<file path="src/rtl/aes_round_ctrl_if.sv">
// Control/status bundle between the Avalon register block and the AES inverse-cipher round controller.
// The register side uses modport master; the round controller uses modport slave.
interface aes_round_ctrl_if;
   logic       AES_START;
   logic       AES_DONE;
   logic [3:0] Round;
   logic [1:0] Sel;
   logic       State_Load;
   logic [1:0] Col_Sel;
   logic       Busy;

   modport master (
      output AES_START,
      input  AES_DONE,
      input  Round,
      input  Sel,
      input  State_Load,
      input  Col_Sel,
      input  Busy
   );

   modport slave (
      input  AES_START,
      output AES_DONE,
      output Round,
      output Sel,
      output State_Load,
      output Col_Sel,
      output Busy
   );
endinterface

</file>
<file path="src/rtl/aes_round_ctrl.sv">
// AES-128 decryption round sequencer: InvShiftRows, InvSubBytes, AddRoundKey, InvMixColumns over rounds 10..0.
// Define AES_MIXCOL_SERIAL_EN to process InvMixColumns one column per cycle instead of all four at once.
module aes_round_ctrl (
   input  logic            CLK,
   input  logic            RESET,
   aes_round_ctrl_if.slave bus
);

   typedef enum logic [2:0] {
      IDLE,
      INIT_ARK,
      ISR,
      ISB,
      ARK,
      IMC,
      DONE
   } state_t;

   state_t     state, state_next;
   logic [3:0] round, round_next;
   logic [1:0] col_cnt, col_next;
   logic [3:0] round_dec;

   // Saturate at zero so a stray IMC exit in round 0 can never wrap the key index.
   assign round_dec = (round != 4'd0) ? round - 4'd1 : 4'd0;

   always_ff @(posedge CLK) begin
      if (RESET) begin
         state   <= IDLE;
         round   <= 4'd10;
         col_cnt <= 2'd0;
      end else begin
         state   <= state_next;
         round   <= round_next;
         col_cnt <= col_next;
      end
   end

   always_comb begin
      state_next = state;
      round_next = round;
      col_next   = 2'd0;
      unique case (state)
         IDLE: begin
            round_next = 4'd10;
            if (bus.AES_START) begin
               state_next = INIT_ARK;
            end
         end
         INIT_ARK: begin
            state_next = ISR;
            round_next = 4'd9;
         end
         ISR: begin
            state_next = ISB;
         end
         ISB: begin
            state_next = ARK;
         end
         ARK: begin
            state_next = (round == 4'd0) ? DONE : IMC;
         end
         IMC: begin
`ifdef AES_MIXCOL_SERIAL_EN
            if (col_cnt == 2'd3) begin
               state_next = ISR;
               round_next = round_dec;
            end else begin
               col_next = col_cnt + 2'd1;
            end
`else
            state_next = ISR;
            round_next = round_dec;
`endif
         end
         DONE: begin
            if (!bus.AES_START) begin
               state_next = IDLE;
               round_next = 4'd10;
            end
         end
         default: begin
            state_next = IDLE;
            round_next = 4'd10;
         end
      endcase
   end

   // Every output is a pure decode of registered state, so AES_START never reaches an output combinationally.
   always_comb begin
      bus.Sel        = 2'd0;
      bus.State_Load = 1'b0;
      bus.Busy       = 1'b0;
      bus.AES_DONE   = 1'b0;
      bus.Col_Sel    = 2'd0;
      bus.Round      = round;
      unique case (state)
         IDLE: begin
         end
         INIT_ARK: begin
            bus.State_Load = 1'b1;
            bus.Busy       = 1'b1;
         end
         ISR: begin
            bus.Sel        = 2'd1;
            bus.State_Load = 1'b1;
            bus.Busy       = 1'b1;
         end
         ISB: begin
            bus.Sel        = 2'd2;
            bus.State_Load = 1'b1;
            bus.Busy       = 1'b1;
         end
         ARK: begin
            bus.State_Load = 1'b1;
            bus.Busy       = 1'b1;
         end
         IMC: begin
            bus.Sel        = 2'd3;
            bus.State_Load = 1'b1;
            bus.Busy       = 1'b1;
            bus.Col_Sel    = col_cnt;
         end
         DONE: begin
            bus.AES_DONE = 1'b1;
         end
         default: begin
         end
      endcase
   end

endmodule

</file>
<file path="src/flat_wrapper.sv">
// flat-port wrapper written by rule: the top's interface ports become plain ports
module aes_round_ctrl_flat 
  (CLK, RESET, bus_AES_START, bus_AES_DONE, bus_Round, bus_Sel, bus_State_Load, bus_Col_Sel, bus_Busy);
  aes_round_ctrl_if bus_i ();
  input  logic CLK;
  input  logic RESET;
  input wire logic [$bits(bus_i.AES_START)-1:0] bus_AES_START;
  output wire logic [$bits(bus_i.AES_DONE)-1:0] bus_AES_DONE;
  output wire logic [$bits(bus_i.Round)-1:0] bus_Round;
  output wire logic [$bits(bus_i.Sel)-1:0] bus_Sel;
  output wire logic [$bits(bus_i.State_Load)-1:0] bus_State_Load;
  output wire logic [$bits(bus_i.Col_Sel)-1:0] bus_Col_Sel;
  output wire logic [$bits(bus_i.Busy)-1:0] bus_Busy;
  assign bus_i.AES_START = bus_AES_START;
  assign bus_AES_DONE = bus_i.AES_DONE;
  assign bus_Round = bus_i.Round;
  assign bus_Sel = bus_i.Sel;
  assign bus_State_Load = bus_i.State_Load;
  assign bus_Col_Sel = bus_i.Col_Sel;
  assign bus_Busy = bus_i.Busy;
  aes_round_ctrl u_core (.CLK(CLK), .RESET(RESET), .bus(bus_i));
endmodule
</file>
<file path="config.mk">
export PLATFORM = sky130hd
export DESIGN_NAME = aes_round_ctrl_flat
export DESIGN_NICKNAME = d
export VERILOG_FILES = /design/src/rtl/aes_round_ctrl_if.sv /design/src/rtl/aes_round_ctrl.sv /design/src/flat_wrapper.sv
export SDC_FILE = /design/constraint.sdc
export NUM_CORES = 1
export LEC_CHECK = 0
export BUFFER_PORTS_ARGS = -buffer_cell sky130_fd_sc_hd__buf_2
export CAP_MARGIN = 20
export CORE_UTILIZATION = 30
export CTS_BUF_LIST = sky130_fd_sc_hd__clkbuf_4
export CTS_CLUSTER_SIZE = 30
export DETAILED_ROUTE_END_ITERATION = 8
export GPL_TIMING_DRIVEN = 0
export PLACE_DENSITY_LB_ADDON = 0.05
export SLEW_MARGIN = 20
export SYNTH_ARGS = -nofsm -noshare
export SYNTH_HDL_FRONTEND = slang
export SYNTH_SLANG_ARGS = --single-unit
</file>
<file path="constraint.sdc">
create_clock -name CLK -period 1.4 [get_ports CLK]
set_clock_uncertainty 0.1 [all_clocks]
set_input_delay 0.07 -clock CLK [delete_from_list [all_inputs] [get_ports CLK]]
set_output_delay 0.07 -clock CLK [all_outputs]
set_load 0.005 [all_outputs]
</file>
==> metrics.cfg, run 1 <==
[floorplan]
ios = 14
die_area_um2 = 1580
die_w_um = 39.8
die_height_um = 39.8
coreArea_um2 = 1320
rows = 13
start_util_pct = 32.5

[yosys]
avgSynthCellArea_um2 = 7.92
yosys.cell_types.count = 28
synthCells = 54
seq_area_frac_synth_pct = 32.7
ys_ff_latch = 7
synth-warning-count = 0
synth_top_area_share_pct = 32.7
syn_area_um2 = 428
synth_top_cell_by_area = dfxtp_1
netlist_top_cells_area = dfxtp_1 (33%), buf_4 (7.0%), nor2b_1 (5.8%)

[detailed_routing]
post-route-drc-count = 0
vias_per_cell = 5.16
drt_pass1_iterations = 2
wirelength_um = 1130
dr_total_vias = 495
wl_per_cell_um = 11.7
antenna_left = 0
drt_iter0_markers = 10

[run]
cap_violations = 0

[status]
violations = setup timing
outcome = finished with violations

[layout]
final_cell_mix = buf_4 (13), buf_2 (12), o21ai_0 (5)
utilization_pct = 53.4
layout-drive-gt1-share_pct = 56.8
nets = 85
diodes = 0
area_growth_pct = 64.3
mostFrequentLayoutCell = buf_4
fillers = 133
seqCellArea_um2 = 150
multiInputGateArea_um2 = 307
design_area_um2 = 703

[timing]
max_freq_mhz = 694
timing.final.crit_period_ps = 1440
setup_tns_ps = -98.4
hold_ws_ps = 73.5
finalCritPeriodShare_pct = 103
setup_viol = 3
timing.final.ws_setup_ps = -41.6
hold_viol = 0
grt_setup_unrepaired = yes
slew_violations = 0

[global_routing]
grt_pass1_vias = 387
grt.total_usage_pct = 16.3
grt_overflow = 0
grt_max_degree = 11
antenna_found_initial = 0
grt_pass1_wl_um = 1670

[setup_path]
cp.required_ps = 1440
worst_setup_path_start_kind = flip-flop
endpoint_kind = flip-flop
path_max_fanout = 6
crit_type = reg -> reg
crit_arrival_ps = 1490

[worst_hold_path]
holdCritPathClass = in -> reg

[clocking]
cts.sinks = 7
clk_pin_slew_ps = 50
clockBufferDepth = 2
cts_buffers = 3
htree_levels = 1
clk_latency_ps = 250
root_buffer = clkbuf_4
cts_tree = done

[place]
dp_hpwl_um = 671
postPlaceCellArea_um2 = 512
place.gp.congestion = 0.649
io_buffers = 11

[power]
power_density_nw_per_um2 = 914
p_leak_nw = 0.294
vdd_drop_max_mv = 0.470

-- layer usage --
metal  share of wire, %  track usage (%)
met1                 47             20.9
met2                 45             23.0
met3                5.3             3.41
met4                2.4             12.9
met5                  0                0
-- through the flow --
stage / cells / total power [W] / setup WS [ps]
2_1_floorplan: 55 / 0.000328 / -36.8
3_3_place_gp: 81 / 0.000372 / -159
3_5_place_dp: 81 / 0.000370 / -140
4_1_cts: 90 / 0.000612 / -82.2
5_1_grt: 96 / 0.000683 / -134
6_report: 96 / 0.000643 / -41.6
-- cell type report --
type	count	area share [%]
well taps	15	2.67
plain buffers	5	6.41
clock buffers	4	4.27
multi-input cells	40	43.6
inverters	2	1.07
flip-flops and latches	7	21.4
repair buffers	23	20.6
-- registers in the layout, indices dropped and copies added (netlist names) --
signal / count
u_core.bus.Round: 4
u_core.state: 3
-- where the power goes --
part | total (W) | leakage, nW | internal [W] | switching, W
Clock | 0.000202 | 0.0184 | 0.000128 | 0.0000736
Sequential | 0.000235 | 0.0594 | 0.000214 | 0.0000214
Combinational | 0.000206 | 0.216 | 0.000120 | 0.0000861
-- worst max-delay path: stages, from the launching register on --
cell and delay [ps]:
dfxtp_2 350, or2_4 260, or3_4 370, a211o_1 250
-- path summary, 6_finish.rpt --
path / startpoint / endpoint / slack, ps / cells past startpoint
worst min register to register: u_core.bus.Round[2] / u_core.bus.Round[2] / 460 / 2
worst max-delay path: u_core.bus.Round[0] / u_core.bus.Round[3] / -40 / 3
worst max register to register: u_core.bus.Round[0] / u_core.bus.Round[3] / -40 / 3
worst min-delay path: bus_AES_START / u_core.state[1] / 70 / 3
-- cell usage after synthesis --
cell type,n
nand4b_1,1
o22ai_1,1
o21ai_2,1
o32ai_1,1
or3_1,2
o221a_2,1
a211oi_1,1
buf_2,2
a21oi_1,3
nand2b_1,1
o22a_1,1
nand2b_2,1
nor2b_1,4
or2_2,1
or2b_1,1
a211o_1,1
o21ai_0,5
nand2_1,2
nor2_1,4
buf_4,4
nor4_1,1
a22oi_1,1
a31oi_1,1
a2111oi_0,1
inv_1,2
dfxtp_1,7
conb_1,1
nor3_1,2
-- what timing repair did --
action,in CTS,in global routing
endpoints found under the hold margin,3,0
pin swaps,3,3
resized for setup,11,11
buffers inserted,4,6
hold buffers,1,0
cloned,0,1
endpoints found under the setup margin,6,8
-- cells by family after synthesis --
group	after synthesis	synth area share (%)
compound gates	18	28.7
buf+inv	8	11.1
flops	7	32.7
other cells	1	0.876
simple gates	20	26.6
Note: power is estimated with default switching activity, not from simulation.
==> run 2: changes to the inputs <==
--- a/config.mk
+++ b/config.mk
@@ -8,7 +8,6 @@
 export BUFFER_PORTS_ARGS = -buffer_cell sky130_fd_sc_hd__buf_2
 export CAP_MARGIN = 20
 export CORE_UTILIZATION = 30
-export CTS_BUF_LIST = sky130_fd_sc_hd__clkbuf_4
 export CTS_CLUSTER_SIZE = 30
 export DETAILED_ROUTE_END_ITERATION = 8
 export GPL_TIMING_DRIVEN = 0
==> run 2 against run 1 <==
The flow still finishes with violations (setup timing). Flip-flop and latch count unchanged. Non-clock buffer count down 1. Via count down 1.4%. Sequential power about the same. Wire length down 1.3%. Combinational power down 2%. Fmax down 0.12%. First-iteration DRC count down 30%. Cell count down 1.0%. Total power down 4.5%. Sequential share of layout area up 0.35 points. Critical path depth unchanged. Critical path type unchanged. Highest routed layer is now met3.
==> metrics.cfg, run 2 (synthesis gave the netlist of run 1 again) <==
[power]
p_leak_nw = 0.285
p_sw_share_pct = 28.5
seqPwrFrac_pct = 38.2
power_density_nw_per_um2 = 887
combinationalPowerShare_pct = 32.8
clkPwrFrac_pct = 28.9
p_sw_w = 0.000175
vdd_drop_max_mv = 0.567
internal_power_w = 0.000439
total_power_w = 0.000614

[worst_hold_path]
min-delay-start = bus_AES_START
holdCritPathClass = in -> reg

[timing]
max_freq_mhz = 693
timing.final.crit_period_ps = 1440
timing.final.ws_setup_ps = -43.4
finalCritPeriodShare_pct = 103
setup_viol = 3
grt_setup_unrepaired = yes
hold_viol = 0
hold_ws_ps = 76.2
slew_violations = 0

[layout]
final_cell_mix = buf_4 (12), buf_2 (12), o21ai_0 (5)
diodes = 0
layout-drive-gt1-share_pct = 55.0
fillers = 132
seqCellArea_um2 = 150
largest_reg_flops = 4
multiInputGateArea_um2 = 307
area_growth_pct = 61.7
nets = 84
utilization_pct = 52.5

[clocking]
clk_latency_ps = 250
cts_buffers = 3
htree_levels = 1
clockBufferDepth = 2
root_buffer = clkbuf_4
cts.sinks = 7
cts_tree = done
clk_pin_slew_ps = 50

[detailed_routing]
drt_pass1_iterations = 4
wl_per_cell_um = 11.7
wirelength_um = 1110
antenna_left = 0
dr_total_vias = 488
vias_per_cell = 5.14
post-route-drc-count = 0
drt_iter0_markers = 7

[floorplan]
die_w_um = 39.8
die_area_um2 = 1580
die_height_um = 39.8
start_util_pct = 32.5
ios = 14
rows = 13
coreArea_um2 = 1320

[place]
dp_hpwl_um = 671
place_worst_setup_slack_ps = -140
place.gp.congestion = 0.649
io_buffers = 11

[global_routing]
antenna_found_initial = 0
grt_overflow = 0
grt_pass1_wl_um = 1660
grt_pass1_vias = 387
grt_max_degree = 11
grt.total_usage_pct = 16.0

[setup_path]
worst_setup_path_start_kind = flip-flop
cp.required_ps = 1440
critPathLaunch = u_core.bus.Round[0]
path_max_fanout = 6
crit_arrival_ps = 1480
endpoint_kind = flip-flop
crit_type = reg -> reg
ff2ff_setup_slack_ps = -40
r2r_start = u_core.bus.Round[0]

[status]
outcome = finished with violations
violations = setup timing

[run]
cap_violations = 0

[run 2: cell types whose count changed in the layout (fill, tap and decap cells not counted)]
cell / before / now
buf_4: 13 / 12
clkbuf_1: 0 / 1
clkbuf_4: 4 / 3
[run 2: area by class of cell]
cell class	instances	share of cell area [%]
inverter	2	1.08
timing repair buffer	22	19.9
tap	15	2.71
multi-input combinational	40	44.3
buffer	5	6.51
sequential	7	21.7
clock buffer	4	3.80
[run 2: metrics by stage]
step	TNS, ps	area, um2	std cells
6_report	-72.7	692	95
5_1_grt	-308	692	95
4_1_cts	-237	616	90
3_5_place_dp	-309	512	81
3_3_place_gp	-383	512	81
2_1_floorplan	-36.8	438	55
[run 2: critical path, cell delays in order, from the launching register on]
cell     delay (ps)
dfxtp_2         350
or2_4           260
or3_4           370
a211o_1         250
[run 2: final timing paths]
kind                                            end  depth (start not counted)
worst max-delay path            u_core.bus.Round[3]                          3
worst min-delay path                u_core.state[1]                          3
worst max register to register  u_core.bus.Round[3]                          3
worst min register to register  u_core.bus.Round[2]                          2
[run 2: what timing repair did]
item / CTS / global route
gates resized for setup: 11 / 11
pin swaps: 3 / 3
setup endpoints to repair: 6 / 7
hold buffers: 1 / 0
hold endpoints to repair: 3 / 0
gates cloned: 0 / 1
setup buffers: 4 / 5
[run 2: routing by layer]
| metal | wire, um | global-route usage (%) | vias up |
|---|---|---|---|
| li1 | - | - | 249 |
| met1 | 523 | 20.9 | 225 |
| met2 | 531 | 23.0 | 14 |
| met3 | 56 | 3.41 | 0 |
| met4 | 0 | 10.3 | 0 |
| met5 | 0 | 0 | - |
[run 2: power by group through the flow]
stage / sequential (W) / clock [W] / combinational (W)
2_1_floorplan: 0.000227 / 0 / 0.000101
3_3_place_gp: 0.000229 / 0 / 0.000144
3_5_place_dp: 0.000228 / 0 / 0.000141
4_1_cts: 0.000228 / 0.000187 / 0.000173
5_1_grt: 0.000237 / 0.000200 / 0.000223
6_report: 0.000235 / 0.000178 / 0.000201
